===== config.mk =====
export PLATFORM = sky130hd
export DESIGN_NAME = inst_fetch_queue
export DESIGN_NICKNAME = d
export VERILOG_FILES = /design/src/rtl/inst_fetch_queue.sv
export SDC_FILE = /design/constraint.sdc
export NUM_CORES = 1
export LEC_CHECK = 0
export CORE_ASPECT_RATIO = 0.7
export CORE_MARGIN = 2
export CORE_UTILIZATION = 50
export CTS_CLUSTER_SIZE = 40
export DETAILED_ROUTE_END_ITERATION = 8
export GPL_TIMING_DRIVEN = 0
export PLACE_DENSITY = 0.76
export SETUP_SLACK_MARGIN = 0.1
export SLEW_MARGIN = 10
export SYNTH_ARGS = -nofsm -noshare
export SYNTH_HDL_FRONTEND = slang
export SYNTH_SLANG_ARGS = --single-unit

===== constraint.sdc =====
create_clock -name clk -period 4.2 [get_ports clk]
set_input_delay 1.05 -clock clk [delete_from_list [all_inputs] [get_ports clk]]
set_output_delay 1.05 -clock clk [all_outputs]
set_load 0.02 [all_outputs]

===== src/rtl/inst_fetch_queue.sv =====
// In-order instruction-fetch queue: issues fetches, buffers returns in a circular queue,
// delivers {inst, addr, pid} beats to decode, and discards responses orphaned by a flush.
module inst_fetch_queue #(
  parameter int DATA_W   = 32,
  parameter int ADDR_W   = 32,
  parameter int DEPTH    = 4,
  parameter int PID_W    = 2,
  parameter int PID_INIT = 2,
  parameter int PID_STEP = 2
) (
  input  logic              clk,
  input  logic              reset_n,
  input  logic              valid_i,
  input  logic [ADDR_W-1:0] addr_i,
  input  logic              ready_i,
  input  logic              flush_i,
  input  logic              data_ok_i,
  input  logic [DATA_W-1:0] rdata_i,
  output logic              req_o,
  output logic [ADDR_W-1:0] fetch_addr_o,
  output logic              ready_o,
  output logic              valid_o,
  output logic [DATA_W-1:0] inst_o,
  output logic [ADDR_W-1:0] addr_o,
  output logic [PID_W-1:0]  pid_o
);

  localparam int PW = $clog2(DEPTH);
  localparam int CW = PW + 2;
  localparam logic [CW-1:0] DEPTH_C = CW'(DEPTH);

  // Pointers carry one wrap bit so full and empty are distinguishable.
  logic [PW:0] alloc_q, alloc_d, fill_q, fill_d, head_q, head_d, drop_q, drop_d;
  logic [ADDR_W-1:0] ent_addr_q [DEPTH];
  logic [DATA_W-1:0] ent_data_q [DEPTH];
  logic [DEPTH-1:0]  filled_q;

  logic              valid_q;
  logic [DATA_W-1:0] inst_q;
  logic [ADDR_W-1:0] addr_q;
  logic [PID_W-1:0]  pid_q;

  logic [PW:0]   used, inflight;
  logic [PW-1:0] alloc_idx, fill_idx, head_idx;
  logic          can_req, accept, discard, head_filled, bypass, deliver;
  logic [DATA_W-1:0] head_data;

  assign used      = alloc_q - head_q;
  assign inflight  = alloc_q - fill_q;
  assign alloc_idx = alloc_q[PW-1:0];
  assign fill_idx  = fill_q[PW-1:0];
  assign head_idx  = head_q[PW-1:0];

  // Responses still owed for flushed requests occupy capacity until they drain.
  assign can_req = ({1'b0, used} + {1'b0, drop_q}) < DEPTH_C;
  assign req_o        = valid_i & ~flush_i & can_req;
  assign fetch_addr_o = addr_i;

  assign accept  = data_ok_i & (drop_q == '0) & (inflight != '0) & ~flush_i;
  assign discard = data_ok_i & ((drop_q != '0) | (flush_i & (inflight != '0)));

  assign head_filled = filled_q[head_idx] & (used != '0);
  assign bypass      = accept & (fill_q == head_q);
  assign deliver     = ready_i & (head_filled | bypass);
  assign ready_o     = deliver & ~flush_i;
  assign head_data   = head_filled ? ent_data_q[head_idx] : rdata_i;

  always_comb begin
    alloc_d = alloc_q;
    fill_d  = fill_q;
    head_d  = head_q;
    drop_d  = drop_q;
    if (flush_i) begin
      alloc_d = '0;
      fill_d  = '0;
      head_d  = '0;
      drop_d  = drop_q + inflight - (PW+1)'(discard);
    end else begin
      alloc_d = alloc_q + (PW+1)'(req_o);
      fill_d  = fill_q + (PW+1)'(accept);
      head_d  = head_q + (PW+1)'(ready_o);
      drop_d  = drop_q - (PW+1)'(discard);
    end
  end

  always_ff @(posedge clk or negedge reset_n) begin
    if (!reset_n) begin
      alloc_q  <= '0;
      fill_q   <= '0;
      head_q   <= '0;
      drop_q   <= '0;
      filled_q <= '0;
      valid_q  <= 1'b0;
      inst_q   <= '0;
      addr_q   <= '0;
      pid_q    <= PID_W'(PID_INIT);
    end else begin
      alloc_q <= alloc_d;
      fill_q  <= fill_d;
      head_q  <= head_d;
      drop_q  <= drop_d;
      // alloc and fill slots never alias while both fire: that would need a full queue
      if (req_o)  filled_q[alloc_idx] <= 1'b0;
      if (accept) filled_q[fill_idx]  <= 1'b1;
      valid_q <= ready_o;
      if (ready_o) begin
        inst_q <= head_data;
        addr_q <= ent_addr_q[head_idx];
        pid_q  <= pid_q + PID_W'(PID_STEP);
      end
    end
  end

  always_ff @(posedge clk) begin
    if (req_o)  ent_addr_q[alloc_idx] <= addr_i;
    if (accept) ent_data_q[fill_idx]  <= rdata_i;
  end

  assign valid_o = valid_q;
  assign inst_o  = inst_q;
  assign addr_o  = addr_q;
  assign pid_o   = pid_q;

endmodule


### Word level (Yosys, flattened, before mapping)

Memories as Yosys holds them, arrays and structs flattened. A register that Yosys moved wholly into a read port is not among the register bits.
Cells that the tools add are included.

| storage, ports and cells | value |
|---|---|
| logic and storage cells | 68 |
| memories kept | 2 |
| output and inout bits | 101 |
| bits of input ports | 70 |
| RAM bits | 256 |
| register bits | 51 |

Memories:

| name | words | bits a word | read ports | clocked after memory_dff | write ports | line | text |
|---|---|---|---|---|---|---|---|
| ent_addr_q | 4 | 32 | 1 | 1 | 1 | 34 | `logic [ADDR_W-1:0] ent_addr_q [DEPTH];` |
| ent_data_q | 4 | 32 | 1 | 0 | 1 | 35 | `logic [DATA_W-1:0] ent_data_q [DEPTH];` |

| operators by class | value |
|---|---|
| add/subtract/negate cells | 10 |
| reductions and logical operators | 7 |
| mux-type cells | 17 |
| bitwise logic cells | 17 |
| equality and inequality tests | 1 |
| magnitude comparators | 6 |

Operator list:

| cell | number |
|---|---|
| 32-bit 2-to-1 mux | 1 |
| 3-bit 2-to-1 mux | 4 |
| 1-bit bitwise AND | 11 |
| 3-bit by 1-bit adder with 3-bit output | 3 |
| 2-bit by 3-bit < comparator with 1-bit output (second input constant) | 3 |
| 3-bit nonzero test | 3 |
| 4-bit 2-to-1 mux | 2 |
| 1-bit 2-to-1 mux | 7 |
| 3-bit by 1-bit subtractor with 3-bit output | 2 |
| 3-bit subtractor | 2 |
| 3-bit by 3-bit adder with 4-bit output | 1 |
| 4-bit bitwise AND | 1 |
| 1-bit demux with 2-bit select | 2 |
| 2-bit by 1-bit greater-or-equal comparator with 1-bit output (second input constant) | 2 |
| 4-bit by 3-bit < comparator with 1-bit output (second input constant) | 1 |
| 4-bit inverter | 1 |
| 4-bit OR | 1 |
| 3-bit adder | 1 |
| 3-bit equality test | 1 |
| 3-bit logical NOT | 1 |
| 2-bit adder (second input constant) | 1 |
| 1-bit binary-select mux with 2-bit select | 1 |
| 1-bit logical AND | 2 |
| 1-bit OR | 2 |
| 2 further kinds | 2 |

### Depth between registers and ports, before layout

Gate-level depths: netlist of run 1.

| logic depth | value |
|---|---|
| word-level depth | 10 |
| depth in mapped cells | 14 |
| mapped depth without buffers | 14 |

### Worst setup path before layout of run 1

No wires, ideal clock.

| timing | value |
|---|---|
| path kind | flip-flop to flip-flop |
| from | reg alloc_q[0] |
| to | mem ent_data_q[1][0], enable pin |
| library setup time | 471 ps |
| arrival | 3917 ps |
| buffers on the path | 0 |
| stages on the path, launching flop included | 7 |
| setup slack | -188 ps |
| required time | 3729 ps |
| period minus slack after synthesis | 4388 ps |
| cells stage by stage | dfrtp_1 -> inv_1 -> ha_1 -> fa_1 -> xor3_2 -> o2111ai_4 -> nor3b_1 |

| between the ends | value |
|---|---|
| longest elaborated chain between the ends | 6 |

RTL lines:

| item | line | text |
|---|---|---|
| from (decl) | 33 | `logic [PW:0] alloc_q, alloc_d, fill_q, fill_d, head_q, head_d, drop_q, drop_d;` |
| from (signal assigned) | 98 | `alloc_q <= alloc_d;` |
| 3-bit subtractor | 49 | `assign inflight = alloc_q - fill_q;` |
| 3-bit nonzero test | 59 | `assign accept = data_ok_i & (drop_q == '0) & (inflight != '0) & ~flush_i;` |
| 1-bit bitwise AND (2 in series) | 59 |  |
| 1-bit 2-to-1 mux | 116 | `if (accept) ent_data_q[fill_idx] <= rdata_i;` |
| 1-bit 2-to-1 mux (implied by the code) | 116 |  |
| to (decl) | 35 |  |

No other way between the ends.

### Worst setup path after layout of run 1

| timing | value |
|---|---|
| from | reg fill_q[0] |
| to | out ready_o |

| between the ends | value |
|---|---|
| longest elaborated chain between the ends | 8 |
| elaborated cells on any way between the ends | 9 |
| those cells by class | add/sub: 1; eq/ne: 1; bitwise: 6; reduce/logical: 1 |

RTL lines:

| item | line | text |
|---|---|---|
| from (decl) | 33 |  |
| from (signal assigned) | 99 | `fill_q <= fill_d;` |
| 3-bit subtractor | 49 |  |
| 3-bit nonzero test | 59 |  |
| 1-bit bitwise AND (2 in series) | 59 |  |
| 1-bit bitwise AND (*) | 63 | `assign bypass = accept & (fill_q == head_q);` |
| 1-bit OR (*) | 64 | `assign deliver = ready_i & (head_filled \| bypass);` |
| 1-bit bitwise AND (*) | 64 |  |
| 1-bit bitwise AND (*) | 65 | `assign ready_o = deliver & ~flush_i;` |
| to (decl) | 21 | `output logic ready_o,` |

Mark *: on every way between the ends. The rest lies on a longest branch, timed or not.

==> results of run 1 <==
[routing by layer]
| metal | vias to the layer above | routed length [µm] | track usage [%] |
|---|---|---|---|
| met2 | 147 | 12700 | 30.4 |
| met1 | 3493 | 12500 | 28.2 |
| met4 | 0 | 527 | 4.56 |
| met3 | 39 | 1090 | 3.38 |
| met5 | - | 0 | 0 |
| li1 | 2954 | - | - |
[cells in the mapped netlist (2+ instances only)]
cell type	number	area share, %
a21o_1	2	0.11
a21oi_1	2	0.074
and3_1	3	0.14
buf_1	2	0.055
buf_12	4	0.59
buf_2	8	0.29
buf_4	37	2.0
clkbuf_1	6	0.17
dfrtp_1	81	15
edfxtp_1	256	57
fa_1	3	0.44
ha_1	15	1.4
inv_1	15	0.41
mux2_1	4	0.33
mux2_2	54	4.5
mux2_4	38	4.2
mux4_2	65	11
nand2_1	2	0.055
nand3_1	2	0.074
nor2_1	6	0.17
nor2b_1	7	0.32
nor3_1	2	0.074
o21ai_2	2	0.13
xnor2_1	9	0.58
[cell families (layout without fill, tap and decap cells)]
group | count (synthesis) | in the layout | share of synthesized area (%)
muxes | 162 | 162 | 19.9
and+or+nand+nor | 27 | 27 | 1.09
adders and majority gates | 18 | 18 | 1.82
AOI/OAI and AO/OA | 13 | 13 | 0.848
buffers and inverters | 73 | 317 | 3.65
other | 1 | 1 | 0.0276
xor gates and xnor gates | 12 | 12 | 0.995
DFF | 338 | 338 | 71.7
[where the power goes]
group          leakage (nW)  internal, mW  switching (mW)
clock network         0.480          1.60            1.16
logic                  2.28         0.781           0.653
registers              3.40          3.88           0.150
[how the worst min path moves through the flow]
stage | startpoint | end | slack, ps | cells past startpoint
after floorplan | filled_q[3]$_DFF_PN0_ | filled_q[3]$_DFF_PN0_ | 440 | 1
after CTS | filled_q[1]$_DFF_PN0_ | filled_q[1]$_DFF_PN0_ | 490 | 1
final | filled_q[3]$_DFF_PN0_ | filled_q[3]$_DFF_PN0_ | 490 | 1
after detailed placement | filled_q[1]$_DFF_PN0_ | filled_q[1]$_DFF_PN0_ | 470 | 1
after global placement | filled_q[1]$_DFF_PN0_ | filled_q[1]$_DFF_PN0_ | 460 | 1
after global routing | filled_q[3]$_DFF_PN0_ | filled_q[3]$_DFF_PN0_ | 510 | 1
[worst reg2reg max path, cell delays in order (launching register included)]
cell and delay, ps:
dfrtp_2 360, clkbuf_8 190, buf_12 150, inv_1 60
fa_1 370, xnor3_2 270, ha_1 310, nor4b_2 240
o211a_1 190, buf_4 130, and3_2 840
[area by class of cell]
| cell class | instances | share of cell area [%] |
|---|---|---|
| inverter | 15 | 0.331 |
| multi-input combinational | 233 | 19.9 |
| tap | 364 | 2.67 |
| clock buffer | 38 | 4.71 |
| sequential | 338 | 57.2 |
| timing repair buffer | 187 | 11.2 |
| buffer | 58 | 2.78 |
| clock inverter | 19 | 1.15 |
[registers in the layout (all words and copies together), names as in the netlist]
name	flops
ent_addr_q	128
addr_o	32
head_q	3
ent_data_q	128
filled_q	4
inst_o	32
valid_o	1
alloc_q	3
fill_q	3
drop_q	3
pid_o	1
[cell usage in the layout (no fill, tap or decap), types with 2 or more instances in the layout]
master	n
edfxtp_1	256
clkdlybuf4s50_1	166
dfrtp_1	79
mux4_2	65
mux2_2	54
buf_4	48
mux2_4	38
clkbuf_16	31
ha_1	15
inv_1	12
clkbuf_1	12
xnor2_1	9
buf_12	9
buf_2	9
nor2b_1	7
nor2_1	6
clkinv_1	6
clkinv_2	6
mux2_1	4
bufinv_16	4
buf_8	4
inv_2	3
and3_2	3
fa_1	3
clkinvlp_4	3
nand2_1	2
a21oi_1	2
nand3_1	2
a21o_1	2
dfrtp_2	2
[per-stage QoR]
step	cell area, µm²	total power [mW]	setup WS, ps	setup TNS (ps)	utilization, %
after global placement	15700	5.50	-1550	-275070	58.9
after CTS	17000	8.31	155	0	63.6
after floorplan	13600	4.84	165	0	-
after global routing	17000	8.57	107	0	63.8
final	17000	8.23	256	0	63.8
after detailed placement	15900	5.53	-1050	-67060	59.5
[timing repair]
item | 4_1_cts | 5_1_grt
pin swaps | 5 | 2
hold endpoints to repair | 0 | 0
setup buffers | 6 | 4
gates cloned | 0 | 0
setup endpoints to repair | 135 | 2
resized for setup | 21 | 3
==> flow_summary.ini, run 1 <==
[route]
wl_um = 26900
post_drt_wl_per_cell_um = 21.5
drtIter0Drc = 404
drc = 0
ant_nets = 0
firstDrtPassIters = 4
vias = 6633
via_per_inst = 5.30

[floorplan]
dieArea_um2 = 28500
fp-row-count = 50
ios = 171
chipWidth_um = 201
initial_utilization_pct = 50.8
die_y_um = 142
core-area_um2 = 26700

[global_routing]
grt_pass1_wl_um = 41800
track_usage_pct = 19.2
grt_max_degree = 50
antenna_found_initial = 0
grt_pass1_vias = 7043
overflow = 0

[sta]
tightestPinTransition_ps = 974
fin_skew_ps = 15.1
rsz0062_at_grt = false
worst_hold_slack_ps = 485
period_needed_ps = 3940
max_clock_freq_mhz = 254
setup_viol = 0
slew_viol_final = 0
period_share_pct = 93.9
finalHoldViolations = 0
relSlewSlack_pct = 35.1

[yosys]
syn_inst = 644
synth_cell_types = 43
synth_edf_count = 256
syn_area_per_cell_um2 = 21.1
syn_area_um2 = 13600
yosysWarnings = 0
yosys_most_used_dff = edfxtp_1
ys_seq_area_share_pct = 71.7
async_reset_ff_share_pct = 24.3
synthesis.nets = 732
ys_ff_latch = 338

[power_and_ir_drop]
leakage_nw = 6.15
vdd_drop_max_v = 0.000344
p_per_area_nw_per_um2 = 483

[place]
dpl.cell_count = 1185
dp.final_hpwl_um = 17300
place_congestion = 0.772
portBuffers = 169

[setup_path]
slowest_stage = fa_1
critPathCaptureType = output port
timing.rr.end = ent_addr_q[0][4]$_DFFE_PP_
startpoint = fill_q[0]$_DFF_PN0_
rrSetupSlack_ps = 690
rr_startpoint = head_q[1]$_DFF_PN0_
cp-endpoint = ready_o
critPathLaunchType = flop
worst-endpoint-required_ps = 3150
crit_family = adder cells
crit_buf_inv = 3
critPathMaxStageDelay_ps = 520
cp_cell_sequence = ha_1 -> fa_1 -> nand2_1 -> o2111ai_4 -> o21ai_4 -> buf_12 -> buf_12 -> clkdlybuf4s15_2
cp_common_cell = buf_12
path_class = reg2out
crit_fanout = 12
reg2reg_depth = 10
crit_cells = 8
cp.arrival_ps = 2890

[clocking]
root_buffer = clkbuf_16
htree_levels = 1
clk_latency_ps = 550
cts_sinks = 338
cts_tree = built
cts_hold_buf = 0
clk_pin_slew_ps = 70
cts_max_path_buffers = 3
cts_inserted_buffers = 31

[layout]
ff_latch_area_um2 = 9740
multi_input_area_um2 = 3400
fin_nets = 952
fillers = 1878
drive_gt1_share_pct = 33.0
layout.cells.non_filler = 1252
antenna_cells = 0
synthToLayoutAreaGrowth_pct = 25.4

[flow_run]
maxCapViolations = 0

[outcome]
status = completed

[min_path]
hold_path_class = reg2reg
No activity file was read; power rests on OpenSTA's default activity.
==> run 2: changes to the inputs <==
- CELL_PAD_IN_SITES_DETAIL_PLACEMENT: default -> 1
- CELL_PAD_IN_SITES_GLOBAL_PLACEMENT: default -> 1
- CORE_UTILIZATION: 50 -> 43
- CTS_BUF_LIST: default -> sky130_fd_sc_hd__clkbuf_4 sky130_fd_sc_hd__clkbuf_8 sky130_fd_sc_hd__clkbuf_16
- PLACE_DENSITY: 0.76 -> default
- PLACE_DENSITY_LB_ADDON: default -> 0.1
==> run 2 against run 1 <==
  * Global-route usage fell by 0.69 points
  * Clock skew shrank 5.9 ps
  * Largest cell class unchanged
  * Largest power group unchanged
  * Critical endpoint unchanged
  * Sequential share of layout area fell by 0.74 points
  * Critical path depth grew 2
==> flow_summary.ini, run 2 (synthesis results as in run 1) <==
[global_routing]
track_usage_pct = 18.5
grt_pass1_vias = 7719
grt_max_degree = 69
overflow = 0
grt_pass1_wl_um = 46000
antenna_found_initial = 0

[clocking]
cts_inserted_buffers = 34
clk_latency_ps = 520
cts_sinks = 338
root_buffer = clkbuf_16
clk_pin_slew_ps = 60
htree_levels = 2
cts_max_path_buffers = 3
cts_hold_buf = 0
cts_tree = built

[sta]
fin_skew_ps = 9.19
rsz0062_at_grt = false
period_share_pct = 94.9
slew_viol_final = 0
max_clock_freq_mhz = 251
relSlewSlack_pct = 33.3
finalSetupTns_ps = 0
finalHoldViolations = 0
tightestPinTransition_ps = 1000
period_needed_ps = 3990
setup_viol = 0

[route]
wl_um = 29600
drc = 0
via_per_inst = 5.13
drtIter0Drc = 307
ant_nets = 0
post_drt_wl_per_cell_um = 22.6
vias = 6737
firstDrtPassIters = 5

[min_path]
hold_path_class = in2async

[layout]
largest_registers = ent_addr_q x128, ent_data_q x128
synthToLayoutAreaGrowth_pct = 27.0
fillers = 2779
utilization_pct = 55.4
ff_latch_area_um2 = 9740
multi_input_area_um2 = 3400
mostFrequentLayoutCells = 256 x edfxtp_1, 166 x clkdlybuf4s50_1, 78 x dfrtp_1
antenna_cells = 0
fin_nets = 955
drive_gt1_share_pct = 34.5
final_common_cell = edfxtp_1

[floorplan]
initial_utilization_pct = 43.6
ios = 171
fp-row-count = 54
chipWidth_um = 216
core-area_um2 = 31100
die_y_um = 153
dieArea_um2 = 33000

[setup_path]
timing.rr.end = ent_addr_q[0][8]$_DFFE_PP_
worst-endpoint-required_ps = 3150
rrSetupSlack_ps = 650
rr_startpoint = alloc_q[0]$_DFF_PN0_
critPathLaunchType = flop
cp.arrival_ps = 2940
reg2reg_depth = 10
crit_fanout = 12
path_class = reg2out
critPathCaptureType = output port

[place]
portBuffers = 169
dp.final_hpwl_um = 19100
place_congestion = 0.735

[flow_run]
maxCapViolations = 0

[power_and_ir_drop]
vdd_drop_max_v = 0.000283
p_per_area_nw_per_um2 = 488
leakage_nw = 6.24

[outcome]
status = completed
## run 2: cell count changes in the layout (fill, tap and decap cells not counted), moves of 2 or more
cell        delta
clkbuf_1       -7
clkbuf_4       +6
clkbuf_16      +5
buf_16         +4
bufinv_16      -3
clkbuf_8       +3
buf_12         -2
buf_4          -2
clkinv_1       -2
clkinv_2       +2
clkinvlp_4     -2
## run 2: worst max-delay path by stage
stage / startpoint / endpoint / slack, ps / cells past startpoint
2_1_floorplan: head_q[1]$_DFF_PN0_ / ent_addr_q[1][0]$_DFFE_PP_ / 170 / 10
3_3_place_gp: reset_n / addr_o[7]$_DFFE_PN0N_ / -1940 / 1
3_5_place_dp: head_q[1]$_DFF_PN0_ / req_o / -1120 / 9
4_1_cts: alloc_q[0]$_DFF_PN0_ / req_o / 130 / 9
5_1_grt: alloc_q[0]$_DFF_PN0_ / ready_o / 90 / 10
6_report: alloc_q[0]$_DFF_PN0_ / ready_o / 210 / 10
## run 2: metrics by stage
step	total power, mW	cells	area, µm²	hold slack, ps	setup WS [ps]
final	8.42	1312	17300	365	214
after global routing	8.74	1312	17300	359	94.7
after CTS	8.53	1307	17200	348	128
after detailed placement	5.56	1243	16100	470	-1120
after global placement	5.50	1233	15800	459	-1940
after floorplan	4.84	644	13600	445	165
## run 2: worst max-delay path: stages (launching register included)
cell and delay (ps):
dfrtp_1 420, inv_2 110, ha_1 170, inv_1 60, fa_1 500, nand2b_4 180
o211ai_1 290, o21ai_4 130, buf_12 150, buf_12 150, clkdlybuf4s15_2 260
## run 2: area by class of cell
type / count / share of cell area [%]
tap: 420 / 3.05
multi-input combinational: 233 / 19.7
sequential: 338 / 56.5
timing repair buffer: 188 / 11.5
clock buffer: 45 / 5.66
inverter: 15 / 0.326
buffer: 57 / 2.70
clock inverter: 16 / 0.638
## run 2: layer usage
| metal | track usage [%] | part of all wire (%) |
|---|---|---|
| met1 | 25.0 | 44 |
| met5 | 0 | 0 |
| met3 | 3.37 | 4.0 |
| met4 | 5.54 | 2.2 |
| met2 | 30.8 | 50 |
## run 2: where the power goes
group	switching, mW	total [mW]	internal [mW]
logic	0.659	1.44	0.783
registers	0.153	4.04	3.88
clock network	1.24	2.94	1.70
## run 2: timing repair
action                                  CTS  global route
gates cloned                              0             0
pin swaps                                 5             2
gates resized for setup                  17             5
endpoints found under the setup margin  168             2
setup buffers                             4             5
==> run 3: changes to the inputs <==
- CAP_MARGIN: default -> 25
- CORE_UTILIZATION: 43 -> 48
- clock period: 4.2 -> 3.75 ns (I/O delays scaled with it)
==> run 3 against run 2 <==
  * Sequential cell count did not move
  * Combinational power rose by 13%
  * Setup slack got worse by 69 ps
  * Critical path depth fell by 1
  * Register-to-register slack got worse by 310 ps
  * Highest routed layer unchanged
==> flow_summary.ini, run 3 (synthesis results as in run 1) <==
[outcome]
status = completed

[floorplan]
dieArea_um2 = 29700
die_y_um = 145
ios = 171
chipWidth_um = 205
core-area_um2 = 27800
fp-row-count = 51
initial_utilization_pct = 48.8

[layout]
ff_latch_area_um2 = 9740
largest_registers = ent_addr_q x128, ent_data_q x128
multi_input_area_um2 = 3430
utilization_pct = 62.0
final_common_cell = edfxtp_1
fillers = 2372
fin_nets = 955
fin_area_um2 = 17300
mostFrequentLayoutCells = 256 x edfxtp_1, 166 x clkdlybuf4s50_1, 78 x dfrtp_1
synthToLayoutAreaGrowth_pct = 27.1
antenna_cells = 0
drive_gt1_share_pct = 35.2

[setup_path]
worst-endpoint-required_ps = 2810
cp.arrival_ps = 2670
crit_fanout = 4
crit_buf_inv = 3
critPathMaxStageDelay_ps = 410
cp_common_cell = ha_4
slowest_stage = dfrtp_1
critPathCaptureType = output port
path_class = reg2out
cp_cell_sequence = inv_2 -> ha_4 -> inv_1 -> fa_2 -> xnor3_2 -> ha_4 -> nor4b_2 -> o211a_1 -> buf_6
crit_family = adder cells
critPathLaunchType = flop

[route]
firstDrtPassIters = 4
drtIter0Drc = 378
ant_nets = 0
post_drt_wl_per_cell_um = 23.7
via_per_inst = 5.33
wl_um = 29900
vias = 6743
drc = 0

[sta]
setup_viol = 0
rsz0062_at_grt = true
period_share_pct = 96.1
finalHoldViolations = 0
max_clock_freq_mhz = 277
relSlewSlack_pct = 38.6
tightestPinTransition_ps = 921
slew_viol_final = 0
period_needed_ps = 3610
finalSetupTns_ps = 0
worst_hold_slack_ps = 488
fin_skew_ps = 10.4

[power_and_ir_drop]
p_per_area_nw_per_um2 = 565
leakage_nw = 6.25
vdd_drop_max_v = 0.000324
finalPower_mw = 9.75

[clocking]
cts_sinks = 338
cts_inserted_buffers = 35
clk_pin_slew_ps = 60
cts_tree = built
htree_levels = 2
cts_max_path_buffers = 3
clk_latency_ps = 520
root_buffer = clkbuf_16

[global_routing]
grt_max_degree = 50
antenna_found_initial = 0
grt_pass1_wl_um = 45500
track_usage_pct = 20.8
overflow = 0
grt_pass1_vias = 7589

[place]
place_congestion = 0.728
portBuffers = 169
dp.final_hpwl_um = 19100
post_dp_cell_area_um2 = 15900

[min_path]
hold_path_class = reg2reg

[flow_run]
maxCapViolations = 0
## run 3: area by class of cell
class                           count  area share (%)
Inverter                           15           0.370
Tap cell                          371            2.69
Buffer                             57            2.70
Multi-Input combinational cell    233            19.9
Timing Repair Buffer              187            11.0
Clock buffer                       52            6.16
Clock inverter                     11           0.761
Sequential cell                   338            56.5
## run 3: where the power goes
part | switching, mW | internal, mW
logic | 0.749 | 0.883
registers | 0.191 | 4.35
clock network | 1.40 | 2.18
## run 3: worst paths after layout
path                                            start                    end  slack, ps  depth (start not counted)
min in group asynchronous                     reset_n  addr_o[7]$_DFFE_PN0N_        510                          1
max in group asynchronous                     reset_n   pid_o[1]$_DFFE_PN1N_       2480                          2
worst max-delay path             alloc_q[0]$_DFF_PN0_                  req_o        140                          9
worst min-delay path            filled_q[1]$_DFF_PN0_  filled_q[1]$_DFF_PN0_        490                          1
worst min register to register  filled_q[1]$_DFF_PN0_  filled_q[1]$_DFF_PN0_        490                          1
worst max register to register   alloc_q[0]$_DFF_PN0_    drop_q[2]$_DFF_PN0_        340                         15
## run 3: timing repair
item | CTS | global route
endpoints found under the setup margin | 166 | 3
pin swaps | 5 | 2
setup buffers | 9 | 2
hold buffers | 0 | 0
resized for setup | 34 | 1
## run 3: through the flow
step                      std cells  worst slack (ps)
final                          1264               145
after CTS                      1262               111
after global placement         1184             -2040
after floorplan                 644               179
after global routing           1264              42.6
after detailed placement       1191              -881
## run 3: metal layers
metal / track usage (%) / wire, µm / part of all wire (%)
met2: 34.9 / 14900 / 50
met1: 28.6 / 13100 / 44
met5: 0 / 0 / 0
met3: 3.81 / 1390 / 4.6
met4: 5.30 / 499 / 1.7
